<file path="src/rtl/axi_lite_bram_ctrl_pipe.sv">
// axi_lite_bram_ctrl_pipe
//   AXI-lite slave in front of a single-port BRAM whose read data arrives
//   BRAM_LATENCY (1..3) cycles after bram_en. Reads are pipelined through a
//   tag shift register into a small return FIFO. A read is granted only when
//   the FIFO has a guaranteed slot for it, so one access per cycle can be
//   sustained and the FIFO cannot overflow. Addresses outside BRAM_DEPTH get
//   SLVERR and never touch the BRAM.
//
// Ports
//   clk, rstn                   clock, synchronous active-low reset
//   aw_* / w_* / b_*            AXI-lite write address, write data, write response
//   ar_* / r_*                  AXI-lite read address, read data/response
//   bram_en, bram_we            BRAM enable and byte write enables
//   bram_addr, bram_wrdata      BRAM word address and write data
//   bram_rddata                 BRAM read data (valid BRAM_LATENCY cycles after bram_en)
//
// Arbiter states
//   state  | meaning
//   PRI_RD | read wins when both sides are eligible (state after reset)
//   PRI_WR | write wins when both sides are eligible

module axi_lite_bram_ctrl_pipe #(
  parameter int ADDR_WIDTH      = 32,
  parameter int DATA_WIDTH      = 64,
  parameter int BRAM_ADDR_WIDTH = 12,
  parameter int BRAM_DEPTH      = 2**BRAM_ADDR_WIDTH,
  parameter int BRAM_LATENCY    = 1
) (
  input  logic                       clk,
  input  logic                       rstn,
  // write address
  input  logic                       aw_valid,
  output logic                       aw_ready,
  input  logic [ADDR_WIDTH-1:0]      aw_addr,
  // write data
  input  logic                       w_valid,
  output logic                       w_ready,
  input  logic [DATA_WIDTH-1:0]      w_data,
  input  logic [DATA_WIDTH/8-1:0]    w_strb,
  // write response
  output logic                       b_valid,
  input  logic                       b_ready,
  output logic [1:0]                 b_resp,
  // read address
  input  logic                       ar_valid,
  output logic                       ar_ready,
  input  logic [ADDR_WIDTH-1:0]      ar_addr,
  // read data
  output logic                       r_valid,
  input  logic                       r_ready,
  output logic [DATA_WIDTH-1:0]      r_data,
  output logic [1:0]                 r_resp,
  // BRAM
  output logic                       bram_en,
  output logic [DATA_WIDTH/8-1:0]    bram_we,
  output logic [BRAM_ADDR_WIDTH-1:0] bram_addr,
  output logic [DATA_WIDTH-1:0]      bram_wrdata,
  input  logic [DATA_WIDTH-1:0]      bram_rddata
);

  localparam int STRB_W = DATA_WIDTH / 8;
  localparam int OFF    = $clog2(STRB_W);
  localparam int HI     = BRAM_ADDR_WIDTH + OFF;
  localparam int D      = BRAM_LATENCY + 1;
  localparam int CNT_W  = $clog2(2 * D) + 1;

  localparam logic [BRAM_ADDR_WIDTH:0] DEPTH_L = (BRAM_ADDR_WIDTH + 1)'(BRAM_DEPTH);
  localparam logic [CNT_W-1:0]         D_L     = CNT_W'(D);
  localparam logic [1:0]               RESP_OKAY   = 2'b00;
  localparam logic [1:0]               RESP_SLVERR = 2'b10;

  typedef enum logic {PRI_RD = 1'b0, PRI_WR = 1'b1} pri_t;

  // Word index must be below BRAM_DEPTH and nothing may be set above the
  // BRAM word field.
  function automatic logic in_range(input logic [ADDR_WIDTH-1:0] a);
    logic [ADDR_WIDTH-1:0] upper;
    upper = a >> HI;
    return (upper == '0) && ({1'b0, a[HI-1:OFF]} < DEPTH_L);
  endfunction

  pri_t pri_q, pri_d;

  logic                       wr_elig, rd_elig;
  logic                       wr_grant, rd_grant;
  logic                       wr_in, rd_in;
  logic [BRAM_ADDR_WIDTH-1:0] aw_word, ar_word;

  // read tag pipeline: bit i set means a read granted i+1 cycles ago
  logic [BRAM_LATENCY-1:0]    pipe_vld;
  logic [BRAM_LATENCY-1:0]    pipe_oor;

  // return FIFO as a shift register; entry 0 drives the R channel directly
  logic [D-1:0]               vld, nxt_vld;
  logic [DATA_WIDTH-1:0]      dat [D];
  logic [DATA_WIDTH-1:0]      nxt_dat [D];
  logic [1:0]                 rsp [D];
  logic [1:0]                 nxt_rsp [D];
  logic                       placed;

  logic                       push, pop;
  logic [DATA_WIDTH-1:0]      push_dat;
  logic [1:0]                 push_rsp;
  logic [CNT_W-1:0]           inflight, fifo_cnt, pending;

  assign aw_word = aw_addr[HI-1:OFF];
  assign ar_word = ar_addr[HI-1:OFF];
  assign wr_in   = in_range(aw_addr);
  assign rd_in   = in_range(ar_addr);

  // credit check: count every read that will land in the FIFO
  always_comb begin
    inflight = '0;
    fifo_cnt = '0;
    for (int i = 0; i < BRAM_LATENCY; i++) inflight = inflight + CNT_W'(pipe_vld[i]);
    for (int i = 0; i < D; i++) fifo_cnt = fifo_cnt + CNT_W'(vld[i]);
    pending = inflight + fifo_cnt;
  end

  assign pop     = vld[0] && r_ready;
  assign wr_elig = rstn && aw_valid && w_valid && (!b_valid || b_ready);
  assign rd_elig = rstn && ar_valid && ((pending - CNT_W'(pop)) < D_L);

  // arbiter: state register
  always_ff @(posedge clk) begin
    if (!rstn) pri_q <= PRI_RD;
    else       pri_q <= pri_d;
  end

  // arbiter: next state, the loser of the last grant gets priority
  always_comb begin
    pri_d = pri_q;
    if (rd_grant)      pri_d = PRI_WR;
    else if (wr_grant) pri_d = PRI_RD;
  end

  // arbiter: grants
  always_comb begin
    rd_grant = 1'b0;
    wr_grant = 1'b0;
    if (rd_elig && (!wr_elig || pri_q == PRI_RD)) rd_grant = 1'b1;
    else if (wr_elig)                             wr_grant = 1'b1;
  end

  assign aw_ready = wr_grant;
  assign w_ready  = wr_grant;
  assign ar_ready = rd_grant;

  // BRAM port; everything idles at zero when no BRAM cycle is issued
  always_comb begin
    bram_en     = 1'b0;
    bram_we     = '0;
    bram_addr   = '0;
    bram_wrdata = '0;
    if (wr_grant && wr_in) begin
      bram_en     = 1'b1;
      bram_we     = w_strb;
      bram_addr   = aw_word;
      bram_wrdata = w_data;
    end else if (rd_grant && rd_in) begin
      bram_en   = 1'b1;
      bram_addr = ar_word;
    end
  end

  // write response
  always_ff @(posedge clk) begin
    if (!rstn) begin
      b_valid <= 1'b0;
      b_resp  <= RESP_OKAY;
    end else if (wr_grant) begin
      b_valid <= 1'b1;
      b_resp  <= wr_in ? RESP_OKAY : RESP_SLVERR;
    end else if (b_ready) begin
      b_valid <= 1'b0;
    end
  end

  // read tag pipeline; out-of-range reads ride along so ordering is kept
  always_ff @(posedge clk) begin
    if (!rstn) begin
      pipe_vld <= '0;
      pipe_oor <= '0;
    end else begin
      pipe_vld[0] <= rd_grant;
      pipe_oor[0] <= rd_grant && !rd_in;
      for (int i = 1; i < BRAM_LATENCY; i++) begin
        pipe_vld[i] <= pipe_vld[i-1];
        pipe_oor[i] <= pipe_oor[i-1];
      end
    end
  end

  assign push     = pipe_vld[BRAM_LATENCY-1];
  assign push_dat = pipe_oor[BRAM_LATENCY-1] ? '0 : bram_rddata;
  assign push_rsp = pipe_oor[BRAM_LATENCY-1] ? RESP_SLVERR : RESP_OKAY;

  // FIFO next state: shift on pop (vacated tail cleared so an empty FIFO
  // presents zero data), then push into the first free slot
  always_comb begin
    nxt_vld = vld;
    nxt_dat = dat;
    nxt_rsp = rsp;
    placed  = 1'b0;
    if (pop) begin
      for (int i = 0; i < D - 1; i++) begin
        nxt_vld[i] = vld[i+1];
        nxt_dat[i] = dat[i+1];
        nxt_rsp[i] = rsp[i+1];
      end
      nxt_vld[D-1] = 1'b0;
      nxt_dat[D-1] = '0;
      nxt_rsp[D-1] = '0;
    end
    if (push) begin
      for (int i = 0; i < D; i++) begin
        if (!placed && !nxt_vld[i]) begin
          nxt_vld[i] = 1'b1;
          nxt_dat[i] = push_dat;
          nxt_rsp[i] = push_rsp;
          placed     = 1'b1;
        end
      end
    end
  end

  always_ff @(posedge clk) begin
    if (!rstn) begin
      vld <= '0;
      for (int i = 0; i < D; i++) begin
        dat[i] <= '0;
        rsp[i] <= '0;
      end
    end else begin
      vld <= nxt_vld;
      for (int i = 0; i < D; i++) begin
        dat[i] <= nxt_dat[i];
        rsp[i] <= nxt_rsp[i];
      end
    end
  end

  assign r_valid = vld[0];
  assign r_data  = dat[0];
  assign r_resp  = rsp[0];

endmodule

</file>
<file path="config.mk">
export PLATFORM = sky130hd
export DESIGN_NAME = axi_lite_bram_ctrl_pipe
export DESIGN_NICKNAME = d
export VERILOG_FILES = /design/src/rtl/axi_lite_bram_ctrl_pipe.sv
export SDC_FILE = /design/constraint.sdc
export NUM_CORES = 1
export LEC_CHECK = 0
export BUFFER_PORTS_ARGS = -buffer_cell sky130_fd_sc_hd__buf_2
export CORE_AREA = 5 5 139 141
export DETAILED_ROUTE_END_ITERATION = 7
export DIE_AREA = 0 0 144 146
export PLACE_DENSITY = 0.79
export SLEW_MARGIN = 20
export SYNTH_ARGS = -nofsm -noshare
export SYNTH_HDL_FRONTEND = slang
export SYNTH_SLANG_ARGS = --single-unit
</file>
<file path="constraint.sdc">
create_clock -name clk -period 6.1 [get_ports clk]
set_clock_uncertainty 0.2 [all_clocks]
set_input_delay 1.83 -clock clk [delete_from_list [all_inputs] [get_ports clk]]
set_output_delay 1.83 -clock clk [all_outputs]
set_load 0.005 [all_outputs]
</file>
==> results.py <==
metrics = {
    "die": {
        "fp.dieH_microns": 146,
        "initial_core_util": 0.413,
        "rows": 49,
        "die-area_sq_mm": 0.0210,
        "fp.dieW_microns": 144,
        "design.portCount": 365,
        "core-area_sq_mm": 0.0178,
    },
    "cts": {
        "cts.sinks": 139,
        "ctsLongestPathBuffers": 2,
        "htreeDepth": 4,
        "cts_resized": 0,
        "cts_buffers": 17,
        "cts_tree": "yes",
        "post-cts-setup-buffer-count": 0,
        "clockRootBuffer": "clkbuf_16",
        "clk_latency_ns": 0.42,
        "clk_pin_slew_ns": 0.06,
        "cts_hold_buf": 0,
    },
    "synthesis": {
        "syn-num-nets": 1197,
        "ys_warn_count": 0,
        "postSynthAreaPerCell_sq_um": 7.44,
        "synth_cell_types": 33,
        "ys.flop_type": "dfxtp_1",
        "synth_edf_count": 0,
        "yosysSeqAreaShare": 0.378,
        "synth_cells": 989,
        "synth_area_sq_mm": 0.00736,
        "ys_ff_latch": 139,
        "synth-async-reset-ratio": 0,
    },
    "routing": {
        "drc": 0,
        "vias": 7902,
        "wire_per_inst_microns": 18.2,
        "detail-route-antenna-nets": 0,
        "dr.pass1.iters": 5,
        "routed_wl_microns": 26500,
        "drt-vias-per-instance": 5.43,
        "drtIter0Drc": 602,
    },
    "worst_setup_path": {
        "path_class": "input pin to primary output",
        "worst_setup_path_end_kind": "primary output",
        "cp_max_fo": 13,
        "cp_slowest_cell": "and3_1",
        "cp_common_cell": "buf_2",
        "cp.required_ns": 4.07,
        "worst_setup_path_start_kind": "input pin",
        "slowest_delay_ns": 0.52,
        "critPathArrivalTime_ns": 3.61,
        "crit_chain": "buf_2, nor2_1, ha_1, a21oi_1, and3_1, nand3_1, o22ai_1, buf_2",
    },
    "placed_design": {
        "gp_congestion": 0.972,
        "dp_cells": 1420,
        "io_buffers": 357,
        "place_hpwl_microns": 18600,
    },
    "finish": {
        "final_cell_mix": "buf_2 (357), nand3_1 (155), dfxtp_1 (137)",
        "drive_above_1_share": 0.337,
        "fin_cells": 1455,
        "final_nets": 1418,
        "fill_cells": 1707,
        "final_common_cell": "buf_2",
        "area_growth_pct": 25.8,
    },
    "run_status": {
        "status": "finished, final reports clean",
    },
    "grt": {
        "grt_pass1_wl_microns": 40400,
        "gr-total-overflow": 0,
        "first_global_vias": 7300,
        "grt_max_degree": 118,
        "grt_usage": 0.240,
        "grt_antenna_before_repair": 3,
    },
    "pwr": {
        "sw_frac_of_total": 0.252,
        "clockPowerShare": 0.453,
        "pwr-share-seq": 0.423,
        "ir_worst_vdd_mv": 0.189,
        "p_int_uw": 1710,
        "power_leakage_uw": 0.00430,
        "powerDensity_mw_per_mm2": 246,
        "combPwrFrac": 0.124,
        "power.switching_uw": 575,
    },
    "sta": {
        "finalHoldViolations": 0,
        "slew_violations": 0,
        "relSlewSlack": 0.337,
        "post-route-period-util": 0.925,
        "timing.setup.tns_ns": 0,
        "worstMarginPinSlew_ns": 0.995,
        "setup_viol": 0,
        "period_minus_slack_ns": 5.64,
        "rsz0062_at_grt": "no",
        "fmax_mhz": 177,
    },
    "run": {
        "drv_cap": 0,
    },
    "hold_path": {
        "hold_class": "flop to flop",
    },
}
[sequential cells by signal (all words and copies together) (netlist names)]
name	flops
dat	64
rsp	2
pipe_vld	1
b_resp	1
r_data	64
b_valid	1
vld	2
r_resp	2
pipe_oor	1
pri_q	1
[power groups by stage]
stage	sequential (uW)	clock, uW	combinational [uW]
after global placement	983	0	277
after CTS	965	1050	283
after floorplan	979	0	189
final	965	1030	284
after detailed placement	985	0	281
after global routing	969	1090	313
[final cells by class]
class / instances / area [sq um] / share of cell area
sequential: 139 / 2790 / 0.301
clock inverter: 10 / 114 / 0.0123
tap: 229 / 287 / 0.0309
clock buffer: 22 / 484 / 0.0523
inverter: 5 / 21.3 / 0.00230
multi-input combinational: 675 / 3640 / 0.393
timing repair buffer: 372 / 1920 / 0.208
antenna: 3 / 7.51 / 0.000810
[cells in the mapped netlist, types with 2 or more instances]
cell type / n / area [sq um]
buf_4: 69 / 518
nand2b_1: 2 / 12.5
buf_6: 2 / 22.5
and3_1: 75 / 469
nor2b_1: 65 / 407
or3_1: 2 / 12.5
nor4_1: 6 / 37.5
o22ai_1: 13 / 81.3
a311oi_1: 65 / 569
nand4_1: 2 / 12.5
dfxtp_1: 139 / 2780
nand3_1: 156 / 781
a21oi_1: 70 / 350
nor2_1: 70 / 263
clkbuf_1: 65 / 244
nand2_1: 136 / 510
buf_1: 10 / 37.5
inv_1: 4 / 15.0
buf_2: 24 / 120
[path summary, 6_finish.rpt]
| check | start | end | slack (ns) | depth (start not counted) |
|---|---|---|---|---|
| worst min register to register | rsp[0] | rsp[0] | 0.26 | 2 |
| worst max-delay path | r_ready | bram_addr[7] | 0.46 | 8 |
| worst min-delay path | rsp[0] | rsp[0] | 0.26 | 2 |
| worst max register to register | vld[0] | dat[27] | 3.04 | 5 |
[critical path: cells and delay by family]
kind	cells	cell delay [ns]
buffers and inverters	2	0.28
AND/OR/NAND/NOR	3	0.81
adder cells (fa/ha/maj)	1	0.24
AO/OA/AOI/OAI	2	0.44
[routing by layer]
layer | part of all wire | GRT usage
met1 | 0.39 | 0.313
met2 | 0.49 | 0.386
met3 | 0.11 | 0.0730
met4 | 0.019 | 0.0645
met5 | 0 | 0
[cell families after synthesis]
logic type	after synthesis	synth area share
AO/OA/AOI/OAI	152	0.140
XOR/XNOR	1	0.00119
adder cells (fa/ha/maj)	1	0.00170
buffers and inverters	175	0.131
flip-flops	139	0.378
multiplexers	1	0.00153
other	1	0.000509
AND/OR/NAND/NOR	519	0.347
[through the flow]
step	setup WS [ns]	total power, uW	utilization	hold WS, ns	area [sq um]
floorplan	0.500	1170	-	0.233	7360
CTS	0.493	2300	0.519	0.266	9260
global route	0.317	2370	0.519	0.282	9260
detailed placement	0.492	1270	0.485	0.258	8660
global placement	0.491	1260	0.485	0.244	8660
finish	0.459	2280	0.519	0.264	9260
Power figures use the tool's default switching activity.
